===== src/rtl/ricosoc_iomem_uart.sv =====
// iomem-mapped UART: TX FIFO and shifter, single-entry RX buffer, level irq; iomem_ready pulses 1 cycle after a selected valid.
// Bus is never stalled: DATA writes to a full FIFO are dropped (tx_ovf), an unread RX byte is overwritten (rx_ovf).
module ricosoc_iomem_uart #(
    parameter logic [31:0] BASE_ADDR   = 32'h0200_0000,
    parameter int unsigned DEFAULT_DIV = 104,
    parameter int unsigned TX_DEPTH    = 4
) (
    input  logic        clk,
    input  logic        resetn,
    input  logic        iomem_valid,
    output logic        iomem_ready,
    input  logic [3:0]  iomem_wstrb,
    input  logic [31:0] iomem_addr,
    input  logic [31:0] iomem_wdata,
    output logic [31:0] iomem_rdata,
    output logic        irq,
    output logic        ser_tx,
    input  logic        ser_rx
);
    localparam int AW = $clog2(TX_DEPTH);
    localparam logic [AW:0] PTR_ONE = 1;

    typedef enum logic [1:0] {ST_IDLE, ST_START, ST_DATA, ST_STOP} uart_st_e;

    logic [31:0] div_q, div_d, rdata_q, rdata_d;
    logic [1:0]  irq_en_q, irq_en_d, rx_sync_q, rx_sync_d;
    logic        ready_q, ready_d, irq_q, irq_d, ser_tx_q, ser_tx_d, rx_last_q, rx_last_d;
    logic        rx_valid_q, rx_valid_d, rx_ovf_q, rx_ovf_d, frame_err_q, frame_err_d, tx_ovf_q, tx_ovf_d;
    logic [7:0]  fifo_q [TX_DEPTH];
    logic [7:0]  fifo_d [TX_DEPTH];
    logic [AW:0] wptr_q, wptr_d, rptr_q, rptr_d;
    uart_st_e    tx_st_q, tx_st_d, rx_st_q, rx_st_d;
    logic [31:0] tx_cnt_q, tx_cnt_d, rx_cnt_q, rx_cnt_d;
    logic [2:0]  tx_bit_q, tx_bit_d, rx_bit_q, rx_bit_d;
    logic [7:0]  tx_sh_q, tx_sh_d, rx_sh_q, rx_sh_d, rx_byte_q, rx_byte_d;

    logic        sel, acc, is_wr, tx_empty, tx_full, tx_idle, tx_load, rd_clr, rx_in;
    logic [31:0] div_eff, status;
    logic        unused_addr_lsb;

    assign unused_addr_lsb = ^iomem_addr[1:0];
    assign sel      = iomem_valid && (iomem_addr[31:4] == BASE_ADDR[31:4]);
    assign acc      = sel && !ready_q;
    assign is_wr    = |iomem_wstrb;
    assign tx_empty = (wptr_q == rptr_q);
    assign tx_full  = (wptr_q[AW] != rptr_q[AW]) && (wptr_q[AW-1:0] == rptr_q[AW-1:0]);
    assign tx_idle  = tx_empty && (tx_st_q == ST_IDLE);
    assign div_eff  = (div_q < 32'd2) ? 32'd2 : div_q;
    assign rx_in    = rx_sync_q[1];
    assign status   = {26'h0, tx_ovf_q, frame_err_q, rx_ovf_q, rx_valid_q, tx_idle, tx_full};

    always_comb begin
        div_d = div_q;           irq_en_d = irq_en_q;       ready_d = acc;          rdata_d = '0;
        rx_valid_d = rx_valid_q; rx_ovf_d = rx_ovf_q;       frame_err_d = frame_err_q;
        tx_ovf_d = tx_ovf_q;     fifo_d = fifo_q;           wptr_d = wptr_q;        rptr_d = rptr_q;
        tx_st_d = tx_st_q;       tx_cnt_d = tx_cnt_q;       tx_bit_d = tx_bit_q;    tx_sh_d = tx_sh_q;
        ser_tx_d = ser_tx_q;     rx_st_d = rx_st_q;         rx_cnt_d = rx_cnt_q;    rx_bit_d = rx_bit_q;
        rx_sh_d = rx_sh_q;       rx_byte_d = rx_byte_q;     rx_sync_d = {rx_sync_q[0], ser_rx};
        rx_last_d = rx_in;       tx_load = 1'b0;            rd_clr = 1'b0;

        if (acc) begin
            case (iomem_addr[3:2])
                2'd0: begin
                    rdata_d = div_q;
                    for (int b = 0; b < 4; b++)
                        if (iomem_wstrb[b]) div_d[8*b +: 8] = iomem_wdata[8*b +: 8];
                end
                2'd1: begin
                    if (is_wr) begin
                        if (iomem_wstrb[0]) begin
                            if (tx_full) tx_ovf_d = 1'b1;
                            else begin
                                fifo_d[wptr_q[AW-1:0]] = iomem_wdata[7:0];
                                wptr_d = wptr_q + PTR_ONE;
                            end
                        end
                    end else if (rx_valid_q) begin
                        rdata_d    = {24'h0, rx_byte_q};
                        rd_clr     = 1'b1;
                        rx_valid_d = 1'b0;
                    end else begin
                        rdata_d = 32'hFFFF_FFFF;
                    end
                end
                2'd2: begin
                    rdata_d = status;
                    if (is_wr && iomem_wstrb[0]) begin
                        if (iomem_wdata[3]) rx_ovf_d    = 1'b0;
                        if (iomem_wdata[4]) frame_err_d = 1'b0;
                        if (iomem_wdata[5]) tx_ovf_d    = 1'b0;
                    end
                end
                default: begin
                    rdata_d = {30'h0, irq_en_q};
                    if (is_wr && iomem_wstrb[0]) irq_en_d = iomem_wdata[1:0];
                end
            endcase
        end

        tx_cnt_d = tx_cnt_q - 32'd1;
        case (tx_st_q)
            ST_IDLE:  tx_load = !tx_empty;
            ST_START: if (tx_cnt_q == 32'd0) begin
                tx_st_d = ST_DATA; ser_tx_d = tx_sh_q[0]; tx_bit_d = 3'd0; tx_cnt_d = div_eff - 32'd1;
            end
            ST_DATA: if (tx_cnt_q == 32'd0) begin
                tx_cnt_d = div_eff - 32'd1;
                if (tx_bit_q == 3'd7) begin
                    tx_st_d = ST_STOP; ser_tx_d = 1'b1;
                end else begin
                    tx_bit_d = tx_bit_q + 3'd1; tx_sh_d = tx_sh_q >> 1; ser_tx_d = tx_sh_q[1];
                end
            end
            default: if (tx_cnt_q == 32'd0) begin
                tx_st_d = ST_IDLE;
                tx_load = !tx_empty;
            end
        endcase
        // Chaining straight from STOP into START keeps back-to-back frames gapless.
        if (tx_load) begin
            tx_sh_d  = fifo_q[rptr_q[AW-1:0]];
            rptr_d   = rptr_q + PTR_ONE;
            tx_st_d  = ST_START;
            ser_tx_d = 1'b0;
            tx_cnt_d = div_eff - 32'd1;
        end

        rx_cnt_d = rx_cnt_q - 32'd1;
        case (rx_st_q)
            ST_IDLE: if (rx_last_q && !rx_in) begin
                rx_st_d = ST_START; rx_cnt_d = (div_eff >> 1) - 32'd1;
            end
            ST_START: if (rx_cnt_q == 32'd0) begin
                rx_st_d = rx_in ? ST_IDLE : ST_DATA; rx_bit_d = 3'd0; rx_cnt_d = div_eff - 32'd1;
            end
            ST_DATA: if (rx_cnt_q == 32'd0) begin
                rx_sh_d  = {rx_in, rx_sh_q[7:1]};
                rx_cnt_d = div_eff - 32'd1;
                if (rx_bit_q == 3'd7) rx_st_d = ST_STOP;
                else rx_bit_d = rx_bit_q + 3'd1;
            end
            default: if (rx_cnt_q == 32'd0) begin
                rx_st_d = ST_IDLE;
                if (rx_in) begin
                    rx_byte_d  = rx_sh_q;
                    rx_valid_d = 1'b1;
                    if (rx_valid_q && !rd_clr) rx_ovf_d = 1'b1;
                end else begin
                    frame_err_d = 1'b1;
                end
            end
        endcase

        irq_d = (irq_en_q[0] & rx_valid_q) | (irq_en_q[1] & tx_idle);
    end

    always_ff @(posedge clk) begin
        if (!resetn) begin
            div_q <= 32'(DEFAULT_DIV); irq_en_q <= '0; ready_q <= 1'b0; rdata_q <= '0; irq_q <= 1'b0;
            rx_valid_q <= 1'b0; rx_ovf_q <= 1'b0; frame_err_q <= 1'b0; tx_ovf_q <= 1'b0;
            wptr_q <= '0; rptr_q <= '0; tx_st_q <= ST_IDLE; tx_cnt_q <= '0; tx_bit_q <= '0;
            tx_sh_q <= '0; ser_tx_q <= 1'b1; rx_st_q <= ST_IDLE; rx_cnt_q <= '0; rx_bit_q <= '0;
            rx_sh_q <= '0; rx_byte_q <= '0; rx_sync_q <= 2'b11; rx_last_q <= 1'b1;
        end else begin
            div_q <= div_d; irq_en_q <= irq_en_d; ready_q <= ready_d; rdata_q <= rdata_d; irq_q <= irq_d;
            rx_valid_q <= rx_valid_d; rx_ovf_q <= rx_ovf_d; frame_err_q <= frame_err_d; tx_ovf_q <= tx_ovf_d;
            wptr_q <= wptr_d; rptr_q <= rptr_d; tx_st_q <= tx_st_d; tx_cnt_q <= tx_cnt_d; tx_bit_q <= tx_bit_d;
            tx_sh_q <= tx_sh_d; ser_tx_q <= ser_tx_d; rx_st_q <= rx_st_d; rx_cnt_q <= rx_cnt_d; rx_bit_q <= rx_bit_d;
            rx_sh_q <= rx_sh_d; rx_byte_q <= rx_byte_d; rx_sync_q <= rx_sync_d; rx_last_q <= rx_last_d;
        end
    end

    always_ff @(posedge clk) fifo_q <= fifo_d;

    assign iomem_ready = ready_q;
    assign iomem_rdata = rdata_q;
    assign irq         = irq_q;
    assign ser_tx      = ser_tx_q;
endmodule

===== config.mk =====
export PLATFORM = sky130hd
export DESIGN_NAME = ricosoc_iomem_uart
export DESIGN_NICKNAME = d
export VERILOG_FILES = /design/src/rtl/ricosoc_iomem_uart.sv
export SDC_FILE = /design/constraint.sdc
export NUM_CORES = 1
export LEC_CHECK = 0
export CORE_UTILIZATION = 37
export DETAILED_ROUTE_END_ITERATION = 16
export MAX_ROUTING_LAYER = met4
export PLACE_DENSITY = 0.64
export SKIP_CTS_REPAIR_TIMING = 1
export SYNTH_ARGS = -nofsm -noshare
export SYNTH_HDL_FRONTEND = slang
export SYNTH_SLANG_ARGS = --single-unit

===== constraint.sdc =====
create_clock -name clk -period 4.6 [get_ports clk]
set_clock_uncertainty 0.15 [all_clocks]
set_input_delay 0.46 -clock clk [delete_from_list [all_inputs] [get_ports clk]]
set_output_delay 0.46 -clock clk [all_outputs]
set_load 0.01 [all_outputs]

==> summary.txt <==
Power
  • Sequential power share: 0.350
  • Switching power total: 2.50 mW
  • Gate power share: 0.354
  • Clock power share: 0.296
  • Worst ir drop on vdd: 321 uV
  • Tot Pwr: 6.79 mW
  • Leakage: 4.56 nW
  • P per Cell Area: 514 nW/um^2
  • Net Sw Frac: 0.368
  • P_int: 4.29 mW

Final layout
  • Layout cells sized above 1: 0.0791
  • Layout Cells excl Fill: 1718
  • Commonest cells after routing, fill and taps aside: dfxtp_1 (180), nand2_1 (119), nor2_1 (105), clkdlybuf4s50_1 (103), a21oi_1 (84)
  • Commonest non-fill, non-tap cell in the layout: dfxtp_1
  • Fin nets: 1405
  • Area Growth Syn to Fin: 19.1%
  • Ant diodes: 0
  • Cell area after layout: 13200 sq um

Setup path
  • Max stage delay on crit path: 0.59 ns
  • CP max stage cell: nor4b_1
  • Crit path required time: 4.84 ns
  • CP Cell Sequence: nor3_1 -> buf_4 -> nand4_2 -> buf_4 -> nor2_1 -> a21oi_1 -> ha_1 -> nor4b_1 -> nand2_1 -> nor3_1 -> nand2_1 -> xor2_1 -> o21ai_0
  • R2R setup slack: 0.53 ns
  • Crit. End Element: flop
  • Worst-case reg-to-reg path depth: 13
  • Worst EP arrival: 4.30 ns
  • Critical path class: reg2reg
  • Worst Setup Start Kind: flop
  • Critical path fanouts, max: 17

STA
  • Fin. max-slew vios: 0
  • Hold_ws: 0.166 ns
  • Final Critical Period: 4.07 ns
  • Actual slew at the worst max-slew pin: 1.02 ns
  • RSZ-0062 raised after global routing: no
  • Setup TNS: 0 ns
  • Fmax: 246 MHz
  • Slew margin rel.: 0.319
  • Final setup fails: 0
  • Final hold violation count: 0
  • Final period util: 0.884

Clocking
  • Clk pin slew, worst setup/hold paths: 0.06 ns
  • Clock root buffer: clkbuf_16
  • H-Tree Depth: 1
  • Clk sinks: 212
  • Clk buf depth: 3
  • Total CTS buffers: 24
  • Clock latency on the worst-skew pair: 0.54 ns
  • CTS tree: done

Synthesis
  • Yosys top cell by area: dfxtp_1
  • Post-synth top area share: 0.325
  • Syn avg cell area: 8.88 sq um
  • YS warnings: 0
  • Fraction of registers with async set/reset: 0
  • Syn Nets: 1345
  • Post-synthesis cell area: 11100 sq um
  • Synth Area in Simple Gates: 0.220
  • Main combinational cell family by area after synthesis: simple AND/OR/NAND/NOR gates
  • Synth top area cells: dfxtp_1 (32%), edfxtp_1 (8.7%), xnor2_1 (4.7%), mux2i_1 (4.1%), nand2_1 (4.0%)
  • Mux cell area share after synthesis: 0.0577
  • Synth unique cells: 72
  • Number of synthesized register bits: 212
  • Post-synth EDFFs: 32
  • Syn Inst Count: 1250
  • Post-synth top flop: dfxtp_1
  • Sequential cell area fraction in the yosys report: 0.411
  • Synth Area in XOR/XNOR: 0.0868
  • Post-Synth Adder-Cell Area: 0.0259
  • Compound-Gate Fraction of Synth Area: 0.153

Die
  • Die height: 175 um
  • Site Rows: 63
  • Die width: 175 um
  • Starting Density: 0.376
  • CORE AREA: 29600 sq um
  • Io pins: 107
  • Die area: 30700 sq um

Drt
  • Pre-Repair DR Iteration Count: 5
  • Routed Antenna Nets: 0
  • Drt wl/cell: 18.4 um
  • Final WL: 31.6 mm
  • Vias: 9583
  • DR vias/cell: 5.58
  • 1st-iter DRT viols: 581
  • DRC viols: 0

GRT
  • Vias in the first global route: 9307
  • Global route overflow: 0
  • Pin count of the biggest net entering global routing: 81
  • GRT Overall Usage: 0.213
  • First-pass GRT wire length: 51.1 mm
  • Initial antenna violation count: 0

Placement
  • Gpl congestion: 0.931
  • Placement Cell Area: 12400 sq um
  • Detailed placement HPWL: 23.2 mm
  • # port buffers: 104
  • Cell count after placement: 1674

Worst hold path
  • Hold WC Path Type: in2reg
  • Hold Path Cell Cnt: 3

Job
  • Max_cap viols: 0

Outcome
  • Status: finished, final reports clean
[routing by layer]
layer | up-vias | track usage | part of all wire
met2 | 301 | 0.343 | 0.47
met3 | 49 | 0.0222 | 0.056
met5 | - | - | 0
li1 | 4644 | - | -
met1 | 4589 | 0.284 | 0.45
met4 | 0 | 0.0565 | 0.023
[cell families (layout without fill, tap and decap cells)]
kind of cell             Yosys count  count (layout)
AO/OA/AOI/OAI                    260             260
XOR/XNOR                         110             110
multiplexers                      54              54
AND/OR/NAND/NOR                  473             473
adder cells (fa/ha/maj)           23              23
buffers and inverters            118             196
flip-flops                       212             212
[synthesized netlist by cell type, types with 13 or more instances]
library cell  instances
a22oi_1              14
mux2i_1              46
a21oi_1              84
ha_1                 23
clkbuf_1             67
o31ai_1              18
xnor2_1              59
and3_1               13
nand4_1              15
xor2_1               51
dfxtp_1             180
edfxtp_1             32
or3_1                22
nand3_1              32
nand2b_1             13
nor3_1               44
nand2_1             119
inv_1                24
nor2_1              106
o21ai_0              51
nor4_1               36
[stage by stage]
stage | worst slack [ns] | util
after floorplan | 1.09 | -
after global placement | 0.803 | 0.419
after detailed placement | 0.625 | 0.419
after CTS | 0.589 | 0.448
after global routing | 0.252 | 0.448
final | 0.534 | 0.448
[layout make-up]
class	count	area, sq um
fillers	2888	16300
multi-input cells	920	6040
flip-flops and latches	212	4560
repair buffers	126	1200
clock buffers	30	663
well taps	390	488
clock inverters	14	179
inverters	26	97.6
[power by group through the flow]
stage / sequential (mW) / clock [mW] / combinational (mW)
6_report: 2.38 / 2.01 / 2.40
5_1_grt: 2.42 / 2.12 / 2.64
4_1_cts: 2.37 / 2.04 / 2.38
3_5_place_dp: 2.41 / 0 / 2.35
3_3_place_gp: 2.40 / 0 / 2.33
2_1_floorplan: 2.34 / 0 / 1.82
[state kept, by name, indices dropped and copies added, names as in the netlist, 2 cells and up]
| signal | cells |
|---|---|
| div_q | 32 |
| fifo_q | 32 |
| iomem_rdata | 32 |
| irq_en_q | 2 |
| rptr_q | 3 |
| rx_bit_q | 3 |
| rx_byte_q | 8 |
| rx_cnt_q | 32 |
| rx_sh_q | 8 |
| rx_st_q | 2 |
| rx_sync_q | 2 |
| tx_bit_q | 3 |
| tx_cnt_q | 32 |
| tx_sh_q | 8 |
| tx_st_q | 2 |
| wptr_q | 3 |
[critical path: cells and delay by family, from the launching register on]
kind	cells	cell delay, ns
adders and majority gates	1	0.34
AOI/OAI and AO/OA	2	0.48
xor gates and xnor gates	1	0.32
DFF	1	0.56
buffers and inverters	2	0.41
and+or+nand+nor	7	1.67
[worst paths after layout]
check,from,end
max reg2reg,div_q[9],rx_cnt_q[25]
min,resetn,iomem_rdata[5]
max,div_q[9],rx_cnt_q[25]
min reg2reg,rx_sync_q[0],rx_sync_q[1]
(Power assumes the default switching activity.)
